## config.mk

```make
export PLATFORM = sky130hd
export DESIGN_NAME = imm_encoder_flat
export DESIGN_NICKNAME = d
export VERILOG_FILES = /design/src/rtl/imm_encoder_if.sv /design/src/rtl/imm_encoder.sv /design/src/flat_wrapper.sv
export SDC_FILE = /design/constraint.sdc
export NUM_CORES = 1
export LEC_CHECK = 0
export ABC_AREA = 1
export CAP_MARGIN = 15
export CELL_PAD_IN_SITES_DETAIL_PLACEMENT = 0
export CELL_PAD_IN_SITES_GLOBAL_PLACEMENT = 2
export CORE_MARGIN = 5
export CORE_UTILIZATION = 28
export CTS_CLUSTER_DIAMETER = 200
export DETAILED_ROUTE_END_ITERATION = 6
export GPL_TIMING_DRIVEN = 0
export PLACE_DENSITY_LB_ADDON = 0.1
export SETUP_SLACK_MARGIN = 0.02
export SLEW_MARGIN = 0
export SYNTH_ARGS = -nofsm -noshare
export SYNTH_HDL_FRONTEND = slang
export SYNTH_SLANG_ARGS = --single-unit
```

## constraint.sdc

```tcl
create_clock -name clk -period 3.4 [get_ports clk]
set_input_delay 0.34 -clock clk [delete_from_list [all_inputs] [get_ports clk]]
set_output_delay 0.34 -clock clk [all_outputs]
set_load 0.01 [all_outputs]
```

## src/rtl/imm_encoder_if.sv

```systemverilog
// Handshake bundle for imm_encoder: input beat (immediate, format, base bits) and
// output FIFO head (encoded Inst[31:7], range error), plus the error counter.
interface imm_encoder_if #(
  parameter int CNT_W = 8
);
  // Both sides use valid/ready: a transfer happens on a rising clk edge where
  // valid && ready; the producer holds its payload steady until that edge.
  logic             in_valid;
  logic             in_ready;
  logic [31:0]      in_imm;
  logic [1:0]       in_type;
  logic [24:0]      in_base;
  logic             out_valid;
  logic             out_ready;
  logic [24:0]      out_inst;
  logic             out_err;
  logic [CNT_W-1:0] err_cnt;

  modport master (
    output in_valid, in_imm, in_type, in_base, out_ready,
    input  in_ready, out_valid, out_inst, out_err, err_cnt
  );

  modport slave (
    input  in_valid, in_imm, in_type, in_base, out_ready,
    output in_ready, out_valid, out_inst, out_err, err_cnt
  );
endinterface

```

## src/rtl/imm_encoder.sv

```systemverilog
// Packs a 32-bit immediate into Inst[31:7] for I/B/S/J formats, flags unrepresentable
// values, and queues results in a small FIFO. Optional error counter: IMMENC_ERRCNT_EN.
module imm_encoder #(
  parameter int FIFO_DEPTH = 2,
  parameter int CNT_W      = 8
) (
  input  logic         clk,
  input  logic         rst_n,
  imm_encoder_if.slave bus
);
  localparam int AW = $clog2(FIFO_DEPTH);

  logic [AW-1:0] wr_ptr;
  logic [AW-1:0] rd_ptr;
  logic [AW:0]   count;
  logic [25:0]   mem [FIFO_DEPTH];
  logic          init_done;
  logic          full;
  logic          empty;
  logic          push;
  logic          pop;
  logic [24:0]   enc_inst;
  logic          enc_err;
  logic [25:0]   head;

  assign full  = (count == (AW+1)'(FIFO_DEPTH));
  assign empty = (count == '0);
  assign push  = bus.in_valid && bus.in_ready;
  assign pop   = bus.out_valid && bus.out_ready;

  // Format packing; bits not owned by the immediate pass through from in_base.
  always_comb begin
    enc_inst = bus.in_base;
    enc_err  = 1'b0;
    case (bus.in_type)
      2'b00: begin
        enc_inst[24:13] = bus.in_imm[11:0];
        enc_err = !((&bus.in_imm[31:11]) || !(|bus.in_imm[31:11]));
      end
      2'b01: begin
        enc_inst[24]    = bus.in_imm[12];
        enc_inst[23:18] = bus.in_imm[10:5];
        enc_inst[4:1]   = bus.in_imm[4:1];
        enc_inst[0]     = bus.in_imm[11];
        enc_err = !((&bus.in_imm[31:12]) || !(|bus.in_imm[31:12])) || bus.in_imm[0];
      end
      2'b10: begin
        enc_inst[24:18] = bus.in_imm[11:5];
        enc_inst[4:0]   = bus.in_imm[4:0];
        enc_err = !((&bus.in_imm[31:11]) || !(|bus.in_imm[31:11]));
      end
      2'b11: begin
        enc_inst[24]    = bus.in_imm[20];
        enc_inst[23:14] = bus.in_imm[10:1];
        enc_inst[13]    = bus.in_imm[11];
        enc_inst[12:5]  = bus.in_imm[19:12];
        enc_err = !((&bus.in_imm[31:20]) || !(|bus.in_imm[31:20])) || bus.in_imm[0];
      end
      default: begin
        enc_inst = bus.in_base;
        enc_err  = 1'b0;
      end
    endcase
  end

  // Storage needs no reset: the head is masked whenever the FIFO is empty.
  always_ff @(posedge clk) begin
    if (push) mem[wr_ptr] <= {enc_err, enc_inst};
  end

  always_ff @(posedge clk or negedge rst_n) begin
    if (!rst_n) begin
      wr_ptr    <= '0;
      rd_ptr    <= '0;
      count     <= '0;
      init_done <= 1'b0;
    end else begin
      init_done <= 1'b1;
      if (push) wr_ptr <= wr_ptr + AW'(1);
      if (pop)  rd_ptr <= rd_ptr + AW'(1);
      case ({push, pop})
        2'b10:   count <= count + (AW+1)'(1);
        2'b01:   count <= count - (AW+1)'(1);
        default: count <= count;
      endcase
    end
  end

  assign head          = mem[rd_ptr];
  assign bus.in_ready  = init_done && !full;
  assign bus.out_valid = !empty;
  assign bus.out_inst  = empty ? 25'd0 : head[24:0];
  assign bus.out_err   = empty ? 1'b0  : head[25];

`ifdef IMMENC_ERRCNT_EN
  logic [CNT_W-1:0] err_q;

  always_ff @(posedge clk or negedge rst_n) begin
    if (!rst_n) begin
      err_q <= '0;
    end else if (push && enc_err && (err_q != {CNT_W{1'b1}})) begin
      err_q <= err_q + CNT_W'(1);
    end
  end

  assign bus.err_cnt = err_q;
`else
  assign bus.err_cnt = '0;
`endif
endmodule

```

## src/flat_wrapper.sv

```systemverilog
// flat-port wrapper written by rule: the top's interface ports become plain ports
module imm_encoder_flat 
#(
  parameter int FIFO_DEPTH = 2,
  parameter int CNT_W      = 8
)
  (clk, rst_n, bus_in_valid, bus_in_imm, bus_in_type, bus_in_base, bus_out_ready, bus_in_ready, bus_out_valid, bus_out_inst, bus_out_err, bus_err_cnt);
  imm_encoder_if #(.CNT_W(CNT_W)) bus_i ();
  input  logic clk;
  input  logic rst_n;
  input wire logic [$bits(bus_i.in_valid)-1:0] bus_in_valid;
  input wire logic [$bits(bus_i.in_imm)-1:0] bus_in_imm;
  input wire logic [$bits(bus_i.in_type)-1:0] bus_in_type;
  input wire logic [$bits(bus_i.in_base)-1:0] bus_in_base;
  input wire logic [$bits(bus_i.out_ready)-1:0] bus_out_ready;
  output wire logic [$bits(bus_i.in_ready)-1:0] bus_in_ready;
  output wire logic [$bits(bus_i.out_valid)-1:0] bus_out_valid;
  output wire logic [$bits(bus_i.out_inst)-1:0] bus_out_inst;
  output wire logic [$bits(bus_i.out_err)-1:0] bus_out_err;
  output wire logic [$bits(bus_i.err_cnt)-1:0] bus_err_cnt;
  assign bus_i.in_valid = bus_in_valid;
  assign bus_i.in_imm = bus_in_imm;
  assign bus_i.in_type = bus_in_type;
  assign bus_i.in_base = bus_in_base;
  assign bus_i.out_ready = bus_out_ready;
  assign bus_in_ready = bus_i.in_ready;
  assign bus_out_valid = bus_i.out_valid;
  assign bus_out_inst = bus_i.out_inst;
  assign bus_out_err = bus_i.out_err;
  assign bus_err_cnt = bus_i.err_cnt;
  imm_encoder #(.FIFO_DEPTH(FIFO_DEPTH), .CNT_W(CNT_W)) u_core (.clk(clk), .rst_n(rst_n), .bus(bus_i));
endmodule
```

==> impl_metrics.tcl <==
set metrics [dict create \
    floorplan_die_area_sq_um 12200 \
    worstReg2RegStart "u_core.count[0]" \
    viasPerCell 4.19 \
    totalNegativeSetupSlack_ns 0 \
    grt_start_max_net_pins 27 \
    nNetsFinal 471 \
    rows 36 \
    layout_common_cells "sky130_fd_sc_hd__nand2_1, sky130_fd_sc_hd__clkdlybuf4s50_1, sky130_fd_sc_hd__edfxtp_1, sky130_fd_sc_hd__a21oi_1, sky130_fd_sc_hd__nor2_1" \
    setup_repair_after_global_routing_missed_its_margin "no" \
    worst_slack_ns 0.991 \
    placedInstanceArea_sq_um 3870 \
    initial_drt_pass_iterations 4 \
    yosys_register_bits 57 \
    max_freq_ghz 0.415 \
    initialDrtViolationCount 79 \
    layout.cells.most_common "sky130_fd_sc_hd__nand2_1" \
    irDropWorstVdd_mv 0.226 \
    timing.final.hold_violations 0 \
    grt_first_pass_wirelength_um 11400 \
    synth-warning-count 0 \
    layoutNonFillerInstCount 540 \
    placed_cells_incl_taps 524 \
    final_estimated_routing_congestion_in_global_placement 0.756 \
    ant_nets 0 \
    cts.htree.levels 3 \
    cts_setup_buffers 0 \
    final_design_area_no_fill_sq_um 4060 \
    numPortBuffers 83 \
    die_x_um 111 \
    synth.top_cell.area_share_pct 55.1 \
    start_util_pct 28.8 \
    drive_above_1_share_pct 10.1 \
    crit_type "flop to output port" \
    grt.total_usage_pct 11.5 \
    post_synthesis_sequential_area_ratio_pct 59.5 \
    rrSetupSlack_ns 1.61 \
    power_density_nw_per_um2 660 \
    regToRegEndpoint "u_core.mem[1][25]" \
    result_of_the_run "finished clean" \
    floorplan.die.height_um 111 \
    ff2ff_path_depth 4 \
    clock_tree_from_tritoncts "built" \
    area_growth_syn_to_layout_pct 43.2 \
    hold_buffers 0 \
    n_antenna_cell 0 \
    timing.critical_path.from "u_core.rd_ptr" \
    dr_total_vias 2260 \
    min_path_type "input port to async pin" \
    total_leakage_power_nw 1.61 \
    yosys-top-cells-area "sky130_fd_sc_hd__edfxtp_1, sky130_fd_sc_hd__nand2_1, sky130_fd_sc_hd__a21oi_1" \
    data_required_time_at_the_worst_endpoint_ns 3.06 \
    clk_transition_reported_paths_ns 0.07 \
    place_worst_setup_slack_ns 1.30 \
    finalCriticalPeriod_ns 2.41 \
    synthesis.area_sq_um 2830 \
    worst_setup_path_end_kind "output port" \
    cap_violations 0 \
    cts_buffers 9 \
    worstSetupStartpointType "flop" \
    syn_avg_cell_area_sq_um 9.41 \
    cts_sinks 57 \
    detail_route.wirelength_um 6880 \
    netlist_instances 301 \
    grt_overflow 0 \
    dpl.hpwl_um 5270 \
    io-pin-count 99 \
    root_buffer_master "sky130_fd_sc_hd__clkbuf_8" \
    cts-root-to-sink-buffers 2 \
    routedWlPerCell_um 12.7 \
    worst_setup_path_endpoint "bus_out_inst[13]" \
    setup_viol_count_final 0 \
    slew_headroom_pct 47.8 \
    cts_resized 0 \
    drc_viols 0 \
    grt_pass1_vias 2391 \
    clk_lat_worst_skew_ns 0.32 \
    tightest_slew_ns 0.780 \
    critPathMaxFanout 10 \
    finalCritPeriodShare_pct 70.9 \
    core_area_sq_um 9820 \
    antenna_found_initial 0 \
    synth.lib_cells_used.distinct 26 \
    final_max_slew_viol_count 0 \
    critPathArrivalTime_ns 2.07 \
    finalClockSkew_ns 0.00662 \
    yosysTopAreaCell "sky130_fd_sc_hd__edfxtp_1" \
]
==> per-layer routing <==
metal | up-vias | share of wire (%) | global-route usage, %
met2 | 58 | 50 | 19.7
met1 | 1019 | 44 | 14.0
li1 | 1179 | - | -
met4 | 0 | 1.0 | 3.69
met3 | 4 | 4.4 | 3.34
met5 | - | 0 | 0
==> metrics by stage <==
step | power (W) | utilization (%) | hold slack [ns]
floorplan | 0.00151 | - | 0.0444
finish | 0.00268 | 41.3 | 0.234
CTS | 0.00273 | 41.3 | 0.227
global route | 0.00285 | 41.3 | 0.234
detailed placement | 0.00213 | 39.4 | 0.583
global placement | 0.00212 | 39.3 | 0.546
==> report_power, final <==
part           internal [W]  switching (W)
Combinational      0.000545       0.000609
Clock              0.000333       0.000255
Sequential         0.000890      0.0000477
==> how the worst min path moves through the flow <==
stage | cells after the start | end | start | slack (ns)
4_1_cts | 1 | u_core.rd_ptr | rst_n | 0.23
6_report | 1 | u_core.rd_ptr | rst_n | 0.23
5_1_grt | 1 | u_core.rd_ptr | rst_n | 0.23
2_1_floorplan | 0 | u_core.count[0] | rst_n | 0.04
3_5_place_dp | 1 | u_core.count[1] | rst_n | 0.58
3_3_place_gp | 2 | u_core.wr_ptr | u_core.wr_ptr | 0.55
==> layout make-up <==
cell class / instances / area, sq um
Buffer: 17 / 105
Inverter: 18 / 68.8
Clock inverter: 6 / 58.8
Fill cell: 1035 / 5760
Tap cell: 133 / 166
Timing Repair Buffer: 83 / 831
Multi-Input combinational cell: 216 / 1010
Sequential cell: 57 / 1690
Clock buffer: 10 / 128
==> state kept, by name, indices dropped and copies added, names as in the netlist <==
name / flops
u_core.count: 2
u_core.rd_ptr: 1
u_core.wr_ptr: 1
u_core.mem: 52
u_core.init_done: 1
==> cell families (layout without fill, tap and decap cells) <==
logic type	count (synthesis)	after routing	synth area share, %
XOR/XNOR	4	4	1.24
AND/OR/NAND/NOR	160	160	23.1
buffers and inverters	35	134	6.14
flip-flops	57	57	59.5
adder cells (fa/ha/maj)	6	6	2.65
other	2	9	0.265
AO/OA/AOI/OAI	37	37	7.02
==> worst max-delay path, cell delays in order (launching register included) <==
cell	delay [ns]
sky130_fd_sc_hd__dfrtp_1	0.36
sky130_fd_sc_hd__buf_2	0.19
sky130_fd_sc_hd__clkinv_2	0.12
sky130_fd_sc_hd__buf_2	0.24
sky130_fd_sc_hd__nand2_1	0.07
sky130_fd_sc_hd__a21oi_1	0.18
sky130_fd_sc_hd__clkdlybuf4s50_1	0.58
==> synthesized netlist by cell type <==
| master | instances |
|---|---|
| sky130_fd_sc_hd__nor2_4 | 1 |
| sky130_fd_sc_hd__clkinv_1 | 2 |
| sky130_fd_sc_hd__inv_2 | 1 |
| sky130_fd_sc_hd__buf_2 | 9 |
| sky130_fd_sc_hd__nor2_1 | 26 |
| sky130_fd_sc_hd__dfrtp_1 | 5 |
| sky130_fd_sc_hd__a21boi_4 | 1 |
| sky130_fd_sc_hd__edfxtp_1 | 52 |
| sky130_fd_sc_hd__nand2_4 | 1 |
| sky130_fd_sc_hd__clkinv_2 | 1 |
| sky130_fd_sc_hd__o21ai_0 | 2 |
| sky130_fd_sc_hd__nand3_1 | 11 |
| sky130_fd_sc_hd__buf_4 | 8 |
| sky130_fd_sc_hd__or2_2 | 2 |
| sky130_fd_sc_hd__conb_1 | 2 |
| sky130_fd_sc_hd__o21ai_1 | 1 |
| sky130_fd_sc_hd__nand4_1 | 2 |
| sky130_fd_sc_hd__xor2_1 | 2 |
| sky130_fd_sc_hd__inv_1 | 14 |
| sky130_fd_sc_hd__nor2_2 | 1 |
| sky130_fd_sc_hd__xnor2_1 | 2 |
| sky130_fd_sc_hd__nand2_1 | 112 |
| sky130_fd_sc_hd__or2_1 | 1 |
| sky130_fd_sc_hd__ha_1 | 6 |
| sky130_fd_sc_hd__a21oi_1 | 33 |
| sky130_fd_sc_hd__nand3b_1 | 3 |
Power figures use the tool's default switching activity.
